**src/rtl/sync_tcounter_pkg.sv**
```systemverilog
// sync_tcounter_pkg
//   Shared definitions for the synchronous modulus counter.
//   - act_e     : action chosen for the coming clock edge
//   - params_ok : elaboration-time legality check of WIDTH/MOD/RESET_VAL
package sync_tcounter_pkg;

  localparam int MIN_WIDTH = 1;
  localparam int MAX_WIDTH = 16;
  localparam int MIN_MOD   = 2;

  // Per-edge action once reset has been excluded (Load > En > hold).
  typedef enum logic [1:0] {
    ACT_HOLD = 2'd0,
    ACT_LOAD = 2'd1,
    ACT_STEP = 2'd2
  } act_e;

  // True when the parameter set describes a realisable counter.
  function automatic bit params_ok(input int width, input int modv, input int reset_val);
    bit ok;
    ok = 1'b1;
    if (width < MIN_WIDTH || width > MAX_WIDTH) ok = 1'b0;
    else if (modv < MIN_MOD || modv > (1 << width)) ok = 1'b0;
    else if (reset_val < 0 || reset_val >= modv) ok = 1'b0;
    return ok;
  endfunction

endpackage

```
**src/rtl/sync_tcounter_tff_sync.sv**
```systemverilog
// tff_sync
//   One-bit synchronous toggle flop with a synchronous parallel-load path.
//   Priority on the rising edge: Reset_BAR low > LoadEn > T > hold.
//   Ports:
//     CLK       in   clock
//     Reset_BAR in   synchronous active-low reset, loads INIT
//     T         in   toggle request
//     LoadEn    in   parallel-load strobe
//     LoadVal   in   value taken when LoadEn is high
//     Q         out  registered bit
//     Q_BAR     out  complement of Q, derived from the same register
module tff_sync
  import sync_tcounter_pkg::*;
#(
  parameter logic INIT = 1'b0
) (
  input  logic CLK,
  input  logic Reset_BAR,
  input  logic T,
  input  logic LoadEn,
  input  logic LoadVal,
  output logic Q,
  output logic Q_BAR
);

  logic q_r;

  always_ff @(posedge CLK) begin
    if (!Reset_BAR) begin
      q_r <= INIT;
    end else if (LoadEn) begin
      q_r <= LoadVal;
    end else if (T) begin
      q_r <= ~q_r;
    end
  end

  assign Q     = q_r;
  assign Q_BAR = ~q_r;

endmodule

```
**src/rtl/sync_tcounter.sv**
```systemverilog
// sync_tcounter
//   Synchronous modulo-MOD up/down counter built from WIDTH toggle flops.
//   Count sequence is 0..MOD-1, wrapping in either direction.
//   Ports:
//     CLK       in   clock, all state changes on the rising edge
//     Reset_BAR in   synchronous active-low reset (Q <= RESET_VAL, flags cleared)
//     En        in   count enable
//     Up        in   1 = increment, 0 = decrement
//     Load      in   parallel-load strobe, overrides En
//     D         in   load value; values >= MOD load 0 and raise LoadErr
//     Q         out  registered count
//     Q_BAR     out  ~Q
//     TC        out  combinational terminal count, usable as En of a next stage
//     Wrap      out  one-cycle pulse after a wrapping count edge
//     LoadErr   out  one-cycle pulse after an out-of-range load
module sync_tcounter
  import sync_tcounter_pkg::*;
#(
  parameter int WIDTH     = 2,
  parameter int MOD       = 4,
  parameter int RESET_VAL = 0
) (
  input  logic             CLK,
  input  logic             Reset_BAR,
  input  logic             En,
  input  logic             Up,
  input  logic             Load,
  input  logic [WIDTH-1:0] D,
  output logic [WIDTH-1:0] Q,
  output logic [WIDTH-1:0] Q_BAR,
  output logic             TC,
  output logic             Wrap,
  output logic             LoadErr
);

  if (!params_ok(WIDTH, MOD, RESET_VAL)) begin : g_bad_params
    $error("sync_tcounter: illegal parameters WIDTH=%0d MOD=%0d RESET_VAL=%0d",
           WIDTH, MOD, RESET_VAL);
  end

  // The modulus may equal 2^WIDTH, which does not fit in WIDTH bits; every
  // compare is therefore made against MAXV so it stays WIDTH bits wide.
  localparam logic [WIDTH-1:0] MAXV  = WIDTH'(MOD - 1);
  localparam logic [WIDTH-1:0] ZERO  = '0;
  localparam logic [WIDTH-1:0] RST_V = WIDTH'(RESET_VAL);

  act_e             act;
  logic [WIDTH-1:0] q;
  logic [WIDTH-1:0] q_bar;
  logic [WIDTH-1:0] nxt;
  logic [WIDTH-1:0] toggle;
  logic             at_max;
  logic             at_zero;
  logic             at_term;
  logic             load_bad;
  logic             bit_load;
  logic             wrap_r;
  logic             load_err_r;

  always_comb begin
    act = ACT_HOLD;
    if (Load)    act = ACT_LOAD;
    else if (En) act = ACT_STEP;
  end

  assign at_max   = (q == MAXV);
  assign at_zero  = (q == ZERO);
  assign at_term  = Up ? at_max : at_zero;
  assign load_bad = (D > MAXV);

  always_comb begin
    nxt = q;
    unique case (act)
      ACT_LOAD: nxt = load_bad ? ZERO : D;
      ACT_STEP: begin
        if (Up) nxt = at_max  ? ZERO : q + WIDTH'(1);
        else    nxt = at_zero ? MAXV : q - WIDTH'(1);
      end
      default:  nxt = q;
    endcase
  end

  // Ordinary steps are expressed as per-bit toggles (the generalised D = Q_BAR
  // flop). Loads and modulus wraps jump to a value that is not a binary
  // neighbour, so those go through the parallel-load path instead.
  assign bit_load = (act == ACT_LOAD) || ((act == ACT_STEP) && at_term);
  assign toggle   = ((act == ACT_STEP) && !at_term) ? (q ^ nxt) : ZERO;

  for (genvar i = 0; i < WIDTH; i++) begin : g_bit
    tff_sync #(
      .INIT (RST_V[i])
    ) u_tff (
      .CLK       (CLK),
      .Reset_BAR (Reset_BAR),
      .T         (toggle[i]),
      .LoadEn    (bit_load),
      .LoadVal   (nxt[i]),
      .Q         (q[i]),
      .Q_BAR     (q_bar[i])
    );
  end

  always_ff @(posedge CLK) begin
    if (!Reset_BAR) begin
      wrap_r     <= 1'b0;
      load_err_r <= 1'b0;
    end else begin
      unique case (act)
        ACT_LOAD: begin
          wrap_r     <= 1'b0;
          load_err_r <= load_bad;
        end
        ACT_STEP: begin
          wrap_r     <= at_term;
          load_err_r <= 1'b0;
        end
        default: begin
          wrap_r     <= 1'b0;
          load_err_r <= 1'b0;
        end
      endcase
    end
  end

  // TC deliberately ignores Load so a cascade sees a pure count-carry.
  assign TC      = En & ((Up & at_max) | (~Up & at_zero));
  assign Q       = q;
  assign Q_BAR   = q_bar;
  assign Wrap    = wrap_r;
  assign LoadErr = load_err_r;

endmodule

```
**config.mk**
```make
export PLATFORM = sky130hd
export DESIGN_NAME = sync_tcounter
export DESIGN_NICKNAME = d
export VERILOG_FILES = /design/src/rtl/sync_tcounter_pkg.sv /design/src/rtl/sync_tcounter_tff_sync.sv /design/src/rtl/sync_tcounter.sv
export SDC_FILE = /design/constraint.sdc
export NUM_CORES = 1
export LEC_CHECK = 0
export ABC_AREA = 1
export CAP_MARGIN = 15
export CORE_AREA = 2 2 39 41
export DETAILED_ROUTE_END_ITERATION = 7
export DIE_AREA = 0 0 41 43
export PLACE_DENSITY = 0.46
export SETUP_SLACK_MARGIN = 0.2
export SYNTH_ARGS = -nofsm -noshare
export SYNTH_HDL_FRONTEND = slang
export SYNTH_SLANG_ARGS = --single-unit
```
**constraint.sdc**
```tcl
create_clock -name CLK -period 2.3 [get_ports CLK]
set_input_delay 0.46 -clock CLK [delete_from_list [all_inputs] [get_ports CLK]]
set_output_delay 0.46 -clock CLK [all_outputs]
set_load 0.005 [all_outputs]
```
Word level (Yosys, flattened, before mapping)

Cells that the tools add are included.
Widths: inputs -> output; s select.

Logic and storage cells: 40
Flip-flop bits (word level): 4
Bits of input ports: 7
Output and inout bits: 7

Multiplexer cells: 13
Equality and inequality tests: 3
$add $sub $neg: 2
$lt $le $gt $ge: 1
Reduce and logical (&&, ||, !) cells: 9
Bitwise operators: 8

Operators with widths:

| operator            | count |
|---|---|
| $mux 2              | 7 |
| $mux 1              | 5 |
| $eq 2x2->1 const B  | 2 |
| $pmux 2 s2          | 1 |
| $reduce_and 2->1    | 2 |
| $reduce_bool 2->1   | 2 |
| $and 1x1->1         | 3 |
| $not 1->1           | 3 |
| $add 2x1->2 const B | 1 |
| $eq 2x1->1 const B  | 1 |
| $gt 2x2->1 const B  | 1 |
| $logic_and 1x1->1   | 2 |
| $logic_not 2->1     | 1 |
| $sub 2x1->2 const B | 1 |
| $xor 2x2->2         | 1 |
| $logic_not 1->1     | 1 |
| $logic_or 1x1->1    | 1 |
| $or 1x1->1          | 1 |

Logic depth before layout (Yosys ltp)

Depth in word-level cells: 8
Depth in mapped cells: 6
Depth with buffers taken out: 6

Cells and area by module

Synthesis repeated with hierarchy kept, for this count alone.

Cell total of the unflattened synthesis: 55
Area total of the unflattened synthesis: 341.6 um2

By module, submodules not included:

| module        | sequential area each (um2) | cells an instance | instances | area an instance (um2) |
|---|---|---|---|---|
| sync_tcounter | 20.0                       | 37                | 1         | 219.0 |
| tff_sync      | 20.0                       | 9                 | 2         | 61.3 |

Worst setup path before layout

OpenSTA, ideal clock, no wires.

Path type: flip-flop to output port
Start point: register g_bit[0].u_tff.q_r
End point: output port TC
Data required time: 1840 ps
Path slack: 1011 ps
Stages on the path, launching flop included: 5
Path buffers: 0
Arrival time: 829 ps
Path through: dfxtp_1 > inv_1 > ha_1 > a21oi_1 > nor2_1

Cells in the longest elaborated chain, start to end: 4
Elaborated cells on any way between the ends: 6
Those cells by class: eq/ne (1); bitwise (4); reduce/logical (1)

RTL lines:

| item                                          | RTL line                                 | text |
|---|---|---|
| start, declared                               | sync_tcounter_tff_sync.sv:26             | `logic q_r;` |
| start signal, assigned                        | sync_tcounter_tff_sync.sv:32             | `q_r <= LoadVal;` |
| start signal, assigned                        | sync_tcounter_tff_sync.sv:34             | `q_r <= ~q_r;` |
| $eq 2x2->1 or $logic_not 2->1 (tied branches) | sync_tcounter.sv:66, sync_tcounter.sv:67 |  |
| $and 1x1->1                                   | sync_tcounter.sv:126                     | `assign TC = En & ((Up & at_max) \| (~Up & at_zero));` |
| $or 1x1->1 (*)                                | sync_tcounter.sv:126                     |  |
| $and 1x1->1 (*)                               | sync_tcounter.sv:126                     |  |
| end, declared                                 | sync_tcounter.sv:31                      | `output logic TC,` |

Mark *: on every way between the ends. The rest lies on a longest branch, timed or not.

Worst setup path after layout

Start point: input port Up
End point: output port TC

Cells in the longest elaborated chain, start to end: 4
Elaborated cells on any way between the ends: 5
Those cells by class: bitwise (5)

RTL lines:

| item            | RTL line             | text |
|---|---|---|
| start, declared | sync_tcounter.sv:26  | `input logic Up,` |
| $not 1->1       | sync_tcounter.sv:126 |  |
| $and 1x1->1     | sync_tcounter.sv:126 |  |
| $or 1x1->1 (*)  | sync_tcounter.sv:126 |  |
| $and 1x1->1 (*) | sync_tcounter.sv:126 |  |

Marks and branches as above.

==> summary.md <==
| Metric | Value |
|---|---|
| H-tree level count | 1 |
| Chip Width | 41 um |
| Seq cells post-synth | 3 |
| Total wire length | 551 um |
| Layout overhead on the synthesized area | 54.4% |
| Gr usage total | 7.72% |
| DR pass1 iterations | 3 |
| Yosys Warn Count | 0 |
| Ports | 14 |
| Mapped cell area | 241 um2 |
| Worst reg2reg path depth | 6 |
| Most frequent cells in the layout | clkdlybuf4s50_1, nand2_1, inv_1 |
| Cell count along the critical path | 5 |
| P per Cell Area | 546 mW/mm2 |
| Pin count of the biggest net entering global routing | 5 |
| Vias post-DR | 244 |
| Hold Crit Class | reg -> reg |
| Fin crit share | 86.3% |
| Reg clk slew, reported paths | 30 ps |
| Final hold vios | 0 |
| Synth top area cells | dfxtp_1, buf_4, nand2_1 |
| Period minus WS final | 1990 ps |
| CP max-delay cell | clkdlybuf4s50_1 |
| Postcts setup bufs | 0 |
| Initial antenna violation count | 0 |
| RD Place Congestion | 0.735 |
| Rows | 14 |
| Startpoint types | input port |
| RR Startpoint | g_bit[0].u_tff.Q |
| DRT iter0 DRCs | 2 |
| WHS Path Cells | 3 |
| FILL cells | 159 |
| Hpwl dp | 431 um |
| Worst R2R End | g_bit[1].u_tff.Q |
| Skew final | 2.72 ps |
| Clock share of power | 44.9% |
| Syn nets | 48 |
| Num CTS Buffers | 3 |
| Req. time, crit path | 1840 ps |
| Nets | 60 |
| IO buf count | 12 |
| Gate power share | 26.1% |
| Post-Route Setup TNS | 0 ps |
| Avg Vias per Cell | 3.70 |
| Syn Inst Count | 39 |
| Worst min-delay path endpoint | g_bit[0].u_tff.Q |
| Top-area cell type share of the netlist area | 24.9% |
| WL/cell | 8.35 um |
| Setup CP Type | in -> out |
| Worst hold start | g_bit[0].u_tff.Q |
| Antenna cells | 0 |
| Most common cell after layout, fill and taps aside | clkdlybuf4s50_1 |
| Synth cell types | 11 |
| Crit path max-delay family | buffers and inverters |
| Synth Area per Inst | 6.19 um2 |
| Share of cells above drive strength 1 | 10.0% |
| Arr. time, crit path | 1530 ps |
| DRT antenna net count | 0 |
| Initial Util | 17.5% |
| R2R Setup Slk | 1090 ps |
| Post-synth top area cell | dfxtp_1 |
| DRC | 0 |
| Leakage | 0.182 nW |
| Worst setup EP type | output pin |
| Max-slew violations | 0 |
| Core box area | 0.00138 mm2 |
| Fmax | 0.504 GHz |
| Max-Cap Viols | 0 |
| RSZ-0062 raised after global routing | no |
| CP bufs+invs | 3 |
| Status | completed |
| Max IR drop VDD | 204 uV |
| Clock latency on the worst-skew pair | 230 ps |
| Clock Tree Buf Depth | 2 |
| Clk sinks | 3 |
| TritonCTS clock tree | yes |
| Int Power | 151 uW |
| Die Area | 0.00176 mm2 |
| First-pass GRT wire length | 903 um |
| Switching power | 52.4 uW |
| Post-synthesis sequential area ratio | 24.9% |
| Max incr delay on CP | 510 ps |
| CTS Root Cell | clkbuf_4 |
| Vert. Die Dim | 43 um |
| Pwr Total | 203 uW |
| Switch share | 25.7% |
| Seq pwr share | 28.9% |
| Cells along the critical path | clkdlybuf4s50_1 > inv_1 > a21oi_2 > nor2_1 > dlygate4sd2_1 |
| Critical Path Fanout Max | 3 |
| Number of global-route vias before repair | 247 |
| Setup Viol. Count Final | 0 |
| Gr ovfl total | 0 |
## synthesized netlist by cell type (all sizes together)
| cell type | instances |
|---|---|
| inv | 7 |
| ha | 2 |
| dfxtp | 3 |
| nor2 | 5 |
| a21oi | 4 |
| nand3 | 1 |
| nand2 | 10 |
| buf | 5 |
| o211ai | 1 |
| conb | 1 |
## sequential cells by signal, summed over array words and instances (netlist names)
register,count
Wrap,1
g_bit.u_tff.Q,2
## what timing repair did
action                     CTS  global route
hold buffers                 0             0
setup endpoints to repair    1             1
gates resized for setup      1             1
## per-layer routing
metal,share of wire [%],track usage [%],up-vias
met2,51,12.2,8
met3,5.8,1.57,0
li1,-,-,133
met1,43,8.33,103
met5,0,0,-
met4,0,6.00,0
## through the flow
step	setup WS, ps	cell area [um2]	instances	hold WS (ps)	utilization [%]
floorplan	1010	241	39	542	-
CTS	279	369	66	638	26.7
finish	315	373	66	613	26.9
global route	243	373	66	666	26.9
detailed placement	103	344	62	633	24.9
global placement	105	344	62	620	24.9
## final cells by class
type / count / area (um2) / area share [%]
Multi-Input combinational cell: 24 / 121 / 32.6
Timing Repair Buffer: 12 / 119 / 31.9
Sequential cell: 3 / 60.1 / 16.1
Clock buffer: 4 / 26.3 / 7.05
Inverter: 7 / 26.3 / 7.05
Tap cell: 16 / 20.0 / 5.37
## worst max-delay path by stage
stage	startpoint	to	slack, ps
after floorplan	g_bit[0].u_tff.Q	TC	1010
after global placement	Up	TC	100
after CTS	Up	TC	280
after detailed placement	Up	TC	100
after global routing	Up	TC	240
final	Up	TC	310
## worst register-to-register path, cell delays in order, from the launching register on
cell     delay, ps
dfxtp_1        380
inv_1          100
ha_1           320
inv_1           60
nand2_1         40
a21oi_1        150
nor2_1          60
## kinds of logic (layout without fill, tap and decap cells)
kind of cell,count (synthesis),count (layout),synth area share (%)
flip-flops,3,3,24.9
AO/OA/AOI/OAI,5,5,11.4
buffers and inverters,12,23,26.4
AND/OR/NAND/NOR,16,16,25.4
adder cells (fa/ha/maj),2,2,10.4
other,1,1,1.55
## power groups by stage
stage	sequential [mW]	clock [mW]	combinational, mW
after floorplan	0.0588	0	0.0312
after CTS	0.0590	0.0978	0.0527
final	0.0588	0.0914	0.0532
after global routing	0.0594	0.0988	0.0608
after detailed placement	0.0598	0	0.0527
after global placement	0.0596	0	0.0537
Note: power is estimated with default switching activity, not from simulation.
==> RTL change, RTL diff (config.mk and constraints unchanged) <==
Register the inputs `En`, `Up`, `Load` and `D` before use, without a reset. The logic sees them one clock later. Comments in the files are not updated.
--- a/src/rtl/sync_tcounter.sv
+++ b/src/rtl/sync_tcounter.sv
@@ -33,6 +33,18 @@
   output logic             LoadErr
 );
 
+  logic En_q;
+  logic Up_q;
+  logic Load_q;
+  logic [WIDTH-1:0] D_q;
+
+  always_ff @(posedge CLK) begin
+    En_q   <= En;
+    Up_q   <= Up;
+    Load_q <= Load;
+    D_q    <= D;
+  end
+
   if (!params_ok(WIDTH, MOD, RESET_VAL)) begin : g_bad_params
     $error("sync_tcounter: illegal parameters WIDTH=%0d MOD=%0d RESET_VAL=%0d",
            WIDTH, MOD, RESET_VAL);
@@ -59,21 +71,21 @@
 
   always_comb begin
     act = ACT_HOLD;
-    if (Load)    act = ACT_LOAD;
-    else if (En) act = ACT_STEP;
+    if (Load_q)    act = ACT_LOAD;
+    else if (En_q) act = ACT_STEP;
   end
 
   assign at_max   = (q == MAXV);
   assign at_zero  = (q == ZERO);
-  assign at_term  = Up ? at_max : at_zero;
-  assign load_bad = (D > MAXV);
+  assign at_term  = Up_q ? at_max : at_zero;
+  assign load_bad = (D_q > MAXV);
 
   always_comb begin
     nxt = q;
     unique case (act)
-      ACT_LOAD: nxt = load_bad ? ZERO : D;
+      ACT_LOAD: nxt = load_bad ? ZERO : D_q;
       ACT_STEP: begin
-        if (Up) nxt = at_max  ? ZERO : q + WIDTH'(1);
+        if (Up_q) nxt = at_max  ? ZERO : q + WIDTH'(1);
         else    nxt = at_zero ? MAXV : q - WIDTH'(1);
       end
       default:  nxt = q;
@@ -123,7 +135,7 @@
   end
 
   // TC deliberately ignores Load so a cascade sees a pure count-carry.
-  assign TC      = En & ((Up & at_max) | (~Up & at_zero));
+  assign TC      = En_q & ((Up_q & at_max) | (~Up_q & at_zero));
   assign Q       = q;
   assign Q_BAR   = q_bar;
   assign Wrap    = wrap_r;
Behaviour: not the same (Yosys sat finds a counterexample within 4 cycles, from zero or initial values and one cycle with Reset_BAR low).
==> RTL change against the original RTL <==
  * Sequential cell count rose by 5
  * Register-to-register slack better by 0.10 ns
  * Non-clock buffer count is the same
  * Synthesized area rose by 41%
  * Cell area up 27%
  * Critical path type is now register to output pin
  * Combinational power down 4%
  * Routed wire length down 0.18%
  * Die area stayed put
  * Worst setup slack worse by 0.0039 ns
  * First-iteration DRC count grew 50%
  * Power grew 50%
==> RTL change: results <==
# TYPE chip_impl_metric gauge
chip_impl_metric{name="post_route_cells_drive_above_1_share",unit=""} 0.111
chip_impl_metric{name="worst_skew_pair.late_latency",unit="ns"} 0.24
chip_impl_metric{name="antenna_found_initial",unit=""} 0
chip_impl_metric{name="crit_arrival",unit="ns"} 1.53
chip_impl_metric{name="nFillCells",unit=""} 159
chip_impl_info{name="hp-class",value="register to register"} 1
chip_impl_metric{name="cellLeakagePower",unit="nW"} 0.219
chip_impl_metric{name="hpwl",unit="um"} 443
chip_impl_metric{name="max-vdd-ir-drop",unit="V"} 0.000294
chip_impl_info{name="synth_common_cells",value="10 x sky130_fd_sc_hd__nand2_1, 8 x sky130_fd_sc_hd__dfxtp_1, 6 x sky130_fd_sc_hd__inv_1"} 1
chip_impl_metric{name="synthDistinctLibCells",unit=""} 11
chip_impl_metric{name="max_stage_delay",unit="ns"} 0.44
chip_impl_metric{name="clkTransAtPathRegs",unit="ns"} 0.05
chip_impl_metric{name="grt.total_usage",unit=""} 0.0857
chip_impl_info{name="largest_cells_by_area_after_synthesis",value="sky130_fd_sc_hd__dfxtp_1 47%, sky130_fd_sc_hd__buf_4 11%, sky130_fd_sc_hd__nand2_1 11%, sky130_fd_sc_hd__ha_1 7.3%, sky130_fd_sc_hd__inv_1 6.6%"} 1
chip_impl_metric{name="h_tree_lvls",unit=""} 1
chip_impl_metric{name="detailedRoute.firstIterationViolations",unit=""} 3
chip_impl_metric{name="ys_warn_count",unit=""} 0
chip_impl_metric{name="drt_pre_antenna_iters",unit=""} 4
chip_impl_metric{name="routabilityCongestion",unit=""} 0.689
chip_impl_metric{name="cp_max_fo",unit=""} 4
chip_impl_metric{name="cts-resized-gates",unit=""} 0
chip_impl_metric{name="num-nets-final",unit=""} 65
chip_impl_metric{name="via_count_of_the_first_global_routing_pass",unit=""} 270
chip_impl_metric{name="synth_seq_area_share",unit=""} 0.469
chip_impl_info{name="criticalPathCategory",value="register to output pin"} 1
chip_impl_metric{name="grt_start_max_net_pins",unit=""} 5
chip_impl_metric{name="grt_pass1_wl",unit="um"} 945
chip_impl_metric{name="synth_fp_nets",unit=""} 53
chip_impl_info{name="ctsRootBufferMaster",value="sky130_fd_sc_hd__clkbuf_4"} 1
chip_impl_metric{name="cts-root-to-sink-buffers",unit=""} 2
chip_impl_info{name="outcome",value="finished, final reports clean"} 1
chip_impl_metric{name="routed_vias_inst",unit=""} 4.01
chip_impl_metric{name="route.final.wire_length",unit="um"} 550
chip_impl_metric{name="port_buffers",unit=""} 12
chip_impl_metric{name="fin_skew",unit="ns"} 0.00354
chip_impl_info{name="timing.critical_path.max_delay_family",value="buffers and inverters"} 1
RTL change: per-layer routing:
layer,vias to the layer above,global-route usage,routed length (um),part of all wire
met2,10,0.106,269,0.49
met4,0,0.120,12,0.022
met3,2,0.0157,35,0.064
met5,-,0,0,0
met1,122,0.0977,232,0.42
li1,147,-,-,-
RTL change: where the power goes:
group / internal (mW) / switching [mW]
sequential: 0.147 / 0.00540
clock: 0.0592 / 0.0410
combinational: 0.0308 / 0.0204
total: 0.238 / 0.0668
RTL change: cell type report:
type | count | area share
clock buffers | 3 | 0.0477
inverters | 7 | 0.0557
multi-input cells | 24 | 0.257
flip-flops and latches | 8 | 0.342
well taps | 16 | 0.0424
repair buffers | 12 | 0.255
RTL change: worst register-to-register path: cells and delay by family (launching register included):
kind                       cells  cell delay (ns)
buffers and inverters          2             0.13
AOI/OAI and AO/OA              1             0.13
adders and majority gates      1             0.31
DFF                            1             0.35
and+or+nand+nor                2             0.10
RTL change: per-stage QoR:
stage | total power, mW | cells | utilization | instance area [um2] | worst slack (ns)
CTS | 0.310 | 70 | 0.337 | 467 | 0.203
finish | 0.304 | 70 | 0.341 | 472 | 0.311
global route | 0.328 | 70 | 0.341 | 472 | 0.197
global placement | 0.206 | 67 | 0.321 | 444 | 0.482
detailed placement | 0.206 | 67 | 0.321 | 444 | 0.484
floorplan | 0.185 | 44 | - | 342 | 1.01
RTL change: final timing paths:
path | depth (start not counted) | start | endpoint | slack [ns]
max | 5 | g_bit[0].u_tff.Q$_SDFFE_PN0P_ | TC | 0.31
min | 2 | En_q$_DFF_P_ | Wrap$_SDFF_PN0_ | 0.50
max reg2reg | 6 | g_bit[0].u_tff.Q$_SDFFE_PN0P_ | g_bit[1].u_tff.Q$_SDFFE_PN0P_ | 1.19
min reg2reg | 2 | En_q$_DFF_P_ | Wrap$_SDFF_PN0_ | 0.50
RTL change: kinds of logic after synthesis:
| family | count (synthesis) | share of synthesized area |
|---|---|---|
| simple gates | 16 | 0.179 |
| buf+inv | 12 | 0.187 |
| flops | 8 | 0.469 |
| compound gates | 5 | 0.0806 |
| fa+ha+maj | 2 | 0.0732 |
| other cells | 1 | 0.0110 |
